$ cat config.mk
export PLATFORM = sky130hd
export DESIGN_NAME = hazard_ctrl
export DESIGN_NICKNAME = d
export VERILOG_FILES = /design/src/rtl/hazard_pkg.sv /design/src/rtl/hazard_match.sv /design/src/rtl/hazard_ctrl.sv
export SDC_FILE = /design/constraint.sdc
export NUM_CORES = 1
export LEC_CHECK = 0
export ABC_CLOCK_PERIOD_IN_PS = 5800
export BUFFER_PORTS_ARGS = -buffer_cell sky130_fd_sc_hd__buf_2
export CORE_ASPECT_RATIO = 1.2
export CORE_UTILIZATION = 61
export CTS_BUF_LIST = sky130_fd_sc_hd__clkbuf_16
export CTS_CLUSTER_SIZE = 25
export DETAILED_ROUTE_END_ITERATION = 6
export PLACE_DENSITY = 0.88
export SLEW_MARGIN = 20
export SYNTH_ARGS = -nofsm -noshare
export SYNTH_HDL_FRONTEND = slang
export SYNTH_HIERARCHICAL = 1
export SYNTH_SLANG_ARGS = --single-unit
$ cat constraint.sdc
create_clock -name clk -period 5.8 [get_ports clk]
set_clock_uncertainty 0.1 [all_clocks]
set_input_delay 0.87 -clock clk [delete_from_list [all_inputs] [get_ports clk]]
set_output_delay 0.87 -clock clk [all_outputs]
set_load 0.02 [all_outputs]
$ cat src/rtl/hazard_pkg.sv
// Shared types and width helpers for the hazard controller: the tracked tag-entry
// layout, select/latency width derivations and the register-file select code.
package hazard_pkg;

  // Entry fields are sized for the widest supported configuration; narrower
  // register addresses and latency codes are zero-extended on load.
  localparam int ADDR_W_MAX  = 8;
  localparam int LAT_W_MAX   = 4;
  localparam int FWD_REGFILE = 0;

  typedef struct packed {
    logic                  valid;
    logic [ADDR_W_MAX-1:0] dest;
    logic [LAT_W_MAX-1:0]  lat;
  } entry_t;

  function automatic int lat_w(input int depth);
    return (depth > 1) ? $clog2(depth) : 1;
  endfunction

  function automatic int sel_w(input int depth);
    return $clog2(depth + 1);
  endfunction

endpackage

$ cat src/rtl/hazard_match.sv
// Per-read-port youngest-producer search: reports a forward select or a
// hazard when the matching producer has not yet reached its forwardable stage.
module hazard_match
  import hazard_pkg::*;
#(
  parameter int DEPTH  = 3,
  parameter int ADDR_W = 5
) (
  input  entry_t [DEPTH-1:0]       pipe,
  input  logic [ADDR_W-1:0]        src,
  input  logic                     used,
  output logic                     hazard,
  output logic [sel_w(DEPTH)-1:0]  sel
);

  localparam int SEL_W = sel_w(DEPTH);

  logic                  hit;
  logic [SEL_W-1:0]      hit_stage;
  logic [LAT_W_MAX-1:0]  hit_lat;
  logic [ADDR_W_MAX-1:0] src_ext;

  // Scan oldest to youngest so the youngest match overwrites (write-after-write).
  always_comb begin
    src_ext   = ADDR_W_MAX'(src);
    hit       = 1'b0;
    hit_stage = '0;
    hit_lat   = '0;
    for (int s = DEPTH - 1; s >= 0; s--) begin
      if (pipe[s].valid && (pipe[s].dest != '0) && (pipe[s].dest == src_ext)) begin
        hit       = 1'b1;
        hit_stage = SEL_W'(s);
        hit_lat   = pipe[s].lat;
      end
    end
  end

  always_comb begin
    hazard = 1'b0;
    sel    = SEL_W'(FWD_REGFILE);
    if (used && (src != '0) && hit) begin
      if (int'(hit_stage) >= int'(hit_lat)) begin
        sel = hit_stage + SEL_W'(1);
      end else begin
        hazard = 1'b1;
      end
    end
  end

endmodule

$ cat src/rtl/hazard_ctrl.sv
// Pipeline hazard controller: tag shift register, per-port forward select, stall.
// Optional perf counters (stall/flush cycles) exist only with HAZARD_CTRL_PERF_EN.
module hazard_ctrl
  import hazard_pkg::*;
#(
  parameter int DATA_W = 32,
  parameter int ADDR_W = 5,
  parameter int DEPTH  = 3,
  parameter int NRD    = 2
) (
  input  logic                          clk,
  input  logic                          rst,
  input  logic                          stop,
  input  logic                          flush,
  input  logic                          iss_valid,
  input  logic [ADDR_W-1:0]             iss_dest,
  input  logic [lat_w(DEPTH)-1:0]       iss_lat,
  input  logic [NRD*ADDR_W-1:0]         iss_src,
  input  logic [NRD-1:0]                iss_src_used,
  output logic                          stall,
  output logic [NRD*sel_w(DEPTH)-1:0]   fwd_sel,
  output logic [DEPTH-1:0]              occ
`ifdef HAZARD_CTRL_PERF_EN
  ,
  output logic [31:0]                   perf_stall_cnt,
  output logic [31:0]                   perf_flush_cnt
`endif
);

  localparam int LAT_W = lat_w(DEPTH);
  localparam int SEL_W = sel_w(DEPTH);

  if (DATA_W < 1 || ADDR_W < 1 || ADDR_W > ADDR_W_MAX) begin : g_bad_width
    $error("hazard_ctrl: DATA_W/ADDR_W out of supported range");
  end
  if (LAT_W > LAT_W_MAX || DEPTH < 1 || NRD < 1) begin : g_bad_depth
    $error("hazard_ctrl: DEPTH/NRD out of supported range");
  end

  entry_t [DEPTH-1:0] pipe;
  logic   [NRD-1:0]   port_hazard;
  logic               load_vld;

  for (genvar k = 0; k < NRD; k++) begin : g_port
    hazard_match #(
      .DEPTH  (DEPTH),
      .ADDR_W (ADDR_W)
    ) u_match (
      .pipe   (pipe),
      .src    (iss_src[k*ADDR_W +: ADDR_W]),
      .used   (iss_src_used[k]),
      .hazard (port_hazard[k]),
      .sel    (fwd_sel[k*SEL_W +: SEL_W])
    );
  end

  assign stall    = iss_valid & (|port_hazard);
  // A stalled or flushed decode slot enters the pipe as a bubble.
  assign load_vld = iss_valid & ~stall & ~flush;

  always_ff @(posedge clk or negedge rst) begin
    if (!rst) begin
      pipe <= '0;
    end else if (!stop) begin
      if (load_vld) begin
        pipe[0].valid <= 1'b1;
        pipe[0].dest  <= ADDR_W_MAX'(iss_dest);
        pipe[0].lat   <= LAT_W_MAX'(iss_lat);
      end else begin
        pipe[0] <= '0;
      end
      for (int s = 1; s < DEPTH; s++) begin
        pipe[s] <= pipe[s-1];
      end
    end
  end

  always_comb begin
    occ = '0;
    for (int s = 0; s < DEPTH; s++) begin
      occ[s] = pipe[s].valid;
    end
  end

`ifdef HAZARD_CTRL_PERF_EN
  always_ff @(posedge clk or negedge rst) begin
    if (!rst) begin
      perf_stall_cnt <= '0;
      perf_flush_cnt <= '0;
    end else begin
      if (stall && !stop && (perf_stall_cnt != '1)) begin
        perf_stall_cnt <= perf_stall_cnt + 32'd1;
      end
      if (flush && !stop && (perf_flush_cnt != '1)) begin
        perf_flush_cnt <= perf_flush_cnt + 32'd1;
      end
    end
  end
`endif

endmodule

### Word-level counts from Yosys, hierarchy flattened

Cells that the tools add are included.

| cells by class | value |
|---|---|
| add/subtract/negate cells | 2 |
| $lt $le $gt $ge | 2 |
| bitwise logic cells | 5 |
| equality and inequality tests | 6 |
| muxes and demuxes | 27 |
| reduce and logical (&&, ||, !) cells | 19 |

Operators with widths:

| cell | number |
|---|---|
| 8-bit by 5-bit == test with 1-bit output | 6 |
| 4-bit 2-to-1 mux | 6 |
| 8-bit nonzero test | 3 |
| 2-bit 2-to-1 mux | 10 |
| 1-bit logical AND | 13 |
| 13-bit 2-to-1 mux | 1 |
| 1-bit 2-to-1 mux | 10 |
| 5-bit nonzero test | 2 |
| 2-bit by 4-bit >= comparator with 1-bit output | 2 |
| 2-bit by 1-bit adder with 2-bit output (second input constant) | 2 |
| 1-bit bitwise AND | 3 |
| 1-bit inverter | 2 |
| 2-bit OR reduction | 1 |

| word-level totals | value |
|---|---|
| word-level logic and storage cells | 70 |
| bits of input ports | 24 |
| output and inout bits | 8 |
| register bits | 39 |

### Depth between registers and ports, before layout

| depth | value |
|---|---|
| depth after elaboration | 15 |
| mapped depth | 14 |
| depth with buffers taken out | 13 |

### Hierarchy

The synthesis kept the hierarchy.

By module, submodules not included:

| module | cells an instance | times used | area an instance (um^2) | sequential area each (um^2) |
|---|---|---|---|---|
| hazard_ctrl | 67 | 1 | 983.4 | 600.6 |
| hazard_match | 65 | 2 | 470.5 | 0.0 |

### Worst setup path after synthesis

No wires, ideal clock.

| timing path | value |
|---|---|
| path kind | input to output |
| from | in iss_src[9] |
| to | out stall |
| slack | 1.410 ns |
| arrival time | 3.420 ns |
| stages on the path | 14 |
| required time | 4.830 ns |
| path buffers | 1 |
| cells stage by stage | or2_2 -> o21ai_0 -> and4_1 -> clkbuf_1 -> a21oi_1 -> a21oi_1 -> ha_1 -> nand2b_1 -> a21oi_1 -> nor3_1 -> a21o_1 -> a211oi_1 -> nor2_2 -> nor2b_1 |

| between the ends | value |
|---|---|
| cells in the longest elaborated chain, start to end | 10 |
| elaborated cells on any way between the ends | 23 |
| those cells by class | order compare: 1; eq/ne: 3; mux: 11; bitwise: 1; reduce/logical: 7 |

RTL lines:

| element | RTL line | text |
|---|---|---|
| from (decl) | hazard_ctrl.sv:18 | `input logic [NRD*ADDR_W-1:0] iss_src,` |
| 8-bit by 5-bit == test with 1-bit output | hazard_match.sv:30 | `if (pipe[s].valid && (pipe[s].dest != '0) && (pipe[s].dest == src_ext)) begin` |
| 1-bit logical AND | hazard_match.sv:30 |  |
| 2-bit 2-to-1 mux / 4-bit 2-to-1 mux (equally long branches) (3 in a row) | hazard_match.sv:30 |  |
| 2-bit by 4-bit >= comparator with 1-bit output | hazard_match.sv:42 | `if (int'(hit_stage) >= int'(hit_lat)) begin` |
| 1-bit 2-to-1 mux | hazard_match.sv:42 |  |
| 1-bit 2-to-1 mux * | hazard_match.sv:41 | `if (used && (src != '0) && hit) begin` |
| via port_hazard[1] | hazard_ctrl.sv:41 | `logic [NRD-1:0] port_hazard;` |
| 2-bit OR reduction * | hazard_ctrl.sv:57 | `assign stall = iss_valid & (\|port_hazard);` |
| 1-bit bitwise AND * | hazard_ctrl.sv:57 |  |
| to (decl) | hazard_ctrl.sv:20 | `output logic stall,` |

The timed path passes the listed nets; every way through them passes the cells marked *.

### Worst setup path in the final report

| timing path | value |
|---|---|
| from | in iss_src[4] |
| to | out stall |

The elaborated chain is that of the path after synthesis.

==> impl_metrics.sql <==
INSERT INTO impl_metrics (metric_group, metric, value, unit) VALUES
('yosys', 'synth_edf_count', '0', ''),
('global_route', 'groute.usage.overall', '28.0', '%'),
('power_and_ir_drop', 'combinational_fraction_of_design_power', '17.9', '%'),
('sta', 'timing.max_slew.rel_slack', '56.0', '%'),
('cells_and_area', 'antenna_cells_inserted', '0', ''),
('cts', 'cts.repair.resized', '0', ''),
('critical_path', 'worstPathMaxFanout', '9', ''),
('power_and_ir_drop', 'design_power_total', '478', 'µW'),
('drt', 'detail_route.iter0.violations', '45', ''),
('drt', 'routed-via-count', '1682', ''),
('sta', 'final-hold-violation-count', '0', ''),
('critical_path', 'ff2ff_setup_slack', '2.13', 'ns'),
('cts', 'cts-root-buf', 'clkbuf_16', ''),
('yosys', 'yosysMostFrequentCell', 'dfrtp_1', ''),
('cells_and_area', 'layout-area-overhead-vs-synth', '20.0', '%'),
('critical_path', 'arrival', '3.91', 'ns'),
('critical_path', 'r2r_cells', '12', ''),
('yosys', 'yosysWarningCount', '6', ''),
('global_route', 'grt-ovfl-total', '0', ''),
('drt', 'drc', '0', ''),
('power_and_ir_drop', 'power.density_cell_area', '207', 'nW/µm²'),
('outcome', 'outcome', 'complete, no violations', ''),
('cts', 'clk_pin_slew', '0.06', 'ns'),
('power_and_ir_drop', 'max-vdd-ir-drop', '0.303', 'mV'),
('sta', 'measured_slew_at_the_worst_slew_check_pin', '0.651', 'ns'),
('power_and_ir_drop', 'power.share.sequential', '42.4', '%'),
('power_and_ir_drop', 'power.leakage', '1.04', 'nW'),
('global_route', 'first_global_vias', '1591', ''),
('critical_path', 'timing.rr.end', 'pipe[7]$_DFFE_PN0N_', ''),
('yosys', 'synth_top_cell_by_area', 'dfrtp_1', ''),
('sta', 'timing.final.max_slew_violations', '0', ''),
('yosys', 'yosys_reg_bits', '24', ''),
('cts', 'cts-hold-fix-buffers', '0', ''),
('power_and_ir_drop', 'power.internal', '359', 'µW'),
('cts', 'tritoncts.num_buffers', '3', ''),
('yosys', 'synthArstFlopShare', '100', '%'),
('place', 'placement.io_buffers', '31', ''),
('sta', 'fmaxAchievable', '205', 'MHz'),
('cts', 'cts_tree', 'yes', ''),
('cts', 'cts.sink_count', '24', ''),
('global_route', 'maximum_number_of_pins_on_one_net_before_global_route_repair', '33', ''),
('cells_and_area', 'layout-drive-gt1-share', '26.9', '%'),
('yosys', 'synth_largest_type_area_fraction', '31.2', '%'),
('drt', 'dr.pass1.iters', '4', ''),
('critical_path', 'crit_required', '4.83', 'ns'),
('critical_path', 'crit_path_start_kind', 'primary input', ''),
('global_route', 'wire_length_of_the_first_global_routing_pass', '7040', 'µm'),
('critical_path', 'timing.rr.start', 'occ[2]$_DFFE_PN0N_', ''),
('sta', 'post-route-min-period', '4.88', 'ns'),
('yosys', 'synth_area', '1920', 'µm²'),
('sta', 'totalNegativeSetupSlack', '0', 'ns'),
('floorplan', 'initial_utilization', '66.6', '%'),
('power_and_ir_drop', 'p_switching', '119', 'µW'),
('cts', 'postCtsSetupBuffers', '0', ''),
('sta', 'min_period_over_period', '84.1', '%'),
('cells_and_area', 'multiInputGateArea', '1410', 'µm²'),
('power_and_ir_drop', 'power_frac_clock', '39.7', '%'),
('yosys', 'syn_avg_cell_area', '9.77', 'µm²'),
('cells_and_area', 'sequential_cell_area', '601', 'µm²'),
('sta', 'rsz0062_at_grt', 'false', ''),
('yosys', 'yosys-top-cells-count', 'dfrtp_1, mux2_2, xor2_1, nor2b_1', ''),
('cts', 'ctsLongestPathBuffers', '2', ''),
('floorplan', 'io_pins', '32', ''),
('drt', 'drtAntennaViolNets', '0', ''),
('global_route', 'grt_antenna_before_repair', '0', ''),
('cells_and_area', 'fill_cells', '213', ''),
('floorplan', 'dieHeight', '63.5', 'µm'),
('drt', 'routed_via_density', '5.72', ''),
('yosys', 'synth_area_leaders', 'dfrtp_1, mux2_2, xor2_1', ''),
('place', 'post-place-cells', '290', ''),
('floorplan', 'dieArea', '3380', 'µm²');
-- stage by stage --
step	utilization [%]	setup WS (ns)	cell area [µm²]	hold slack, ns
after floorplan	-	1.41	2060	0.401
after global placement	76.2	0.982	2200	0.436
after detailed placement	76.2	0.973	2200	0.460
after CTS	79.9	0.959	2310	0.474
after global routing	79.9	0.754	2310	0.498
final	79.9	0.921	2310	0.477
-- sequential cells by signal, summed over array words and instances, names as in the netlist --
register / flops
occ: 3
pipe: 21
-- cells by family after synthesis --
kind of cell               share of synthesized area, %
and+or+nand+nor                                    24.8
other                                             0.195
xor gates and xnor gates                           10.9
AOI/OAI and AO/OA                                  17.9
muxes                                              9.36
buffers and inverters                              2.99
adders and majority gates                          2.60
DFF                                                31.2
-- layer usage --
layer	share of wire, %	vias to the layer above	wire length (µm)	global-route usage [%]
met2	51	53	2160	48.0
met4	1.9	0	82	9.54
met5	0	-	0	0
li1	-	836	-	-
met1	44	784	1840	35.9
met3	3.2	9	136	2.17
-- worst max-delay path, cell delays in order --
cell,delay [ns]
buf_2,0.14
or2_2,0.29
o21ai_0,0.24
and4_1,0.38
a21oi_1,0.06
a21oi_1,0.15
ha_1,0.23
nand2b_1,0.14
a21oi_1,0.32
nor3_1,0.09
a21o_1,0.18
a211oi_1,0.32
nor2_2,0.17
nor2b_1,0.14
buf_2,0.17
-- final cells by class --
type                    count  area share, %
clock buffers               3           3.25
well taps                  34           1.84
clock inverters             1           1.30
multi-input cells         201           60.9
repair buffers             31           6.72
flip-flops and latches     24           26.0
-- worst max-delay path by stage --
| stage | from | to | depth (start not counted) |
|---|---|---|---|
| 2_1_floorplan | iss_src[9] | stall | 14 |
| 3_3_place_gp | iss_src[4] | stall | 15 |
| 3_5_place_dp | iss_src[4] | stall | 15 |
| 4_1_cts | iss_src[4] | stall | 15 |
| 5_1_grt | iss_src[4] | stall | 15 |
| 6_report | iss_src[4] | stall | 15 |
-- power groups by stage --
stage               Combinational [mW]  Clock, mW  Sequential [mW]
global placement                0.0822          0            0.204
finish                          0.0858      0.190            0.203
floorplan                       0.0647          0            0.198
CTS                             0.0852      0.193            0.202
global route                    0.0952      0.200            0.205
detailed placement              0.0847          0            0.205
-- placed cells by master, fill, tap and decap left out, types with 2 or more instances in the layout --
master,instances
nand2b_1,4
o41ai_1,2
nand2_1,8
a2111oi_2,2
nor2b_1,9
xor2_1,16
or2_2,8
and3_1,2
a2111oi_4,2
and4_1,2
nor3_1,8
a211oi_1,6
dfrtp_1,24
nand4_1,4
conb_1,38
clkbuf_16,3
ha_1,4
a21oi_1,8
o211ai_1,2
or3_1,2
buf_2,31
nor4b_1,2
or4_1,2
nor4_1,6
nor2_1,6
a32o_1,7
and3_2,2
or4b_4,2
nand3_1,8
o21ai_0,6
a21o_1,2
o2bb2ai_1,2
nand3_2,2
mux2_2,16
xnor2_1,8
No activity file was read; power rests on OpenSTA's default activity.
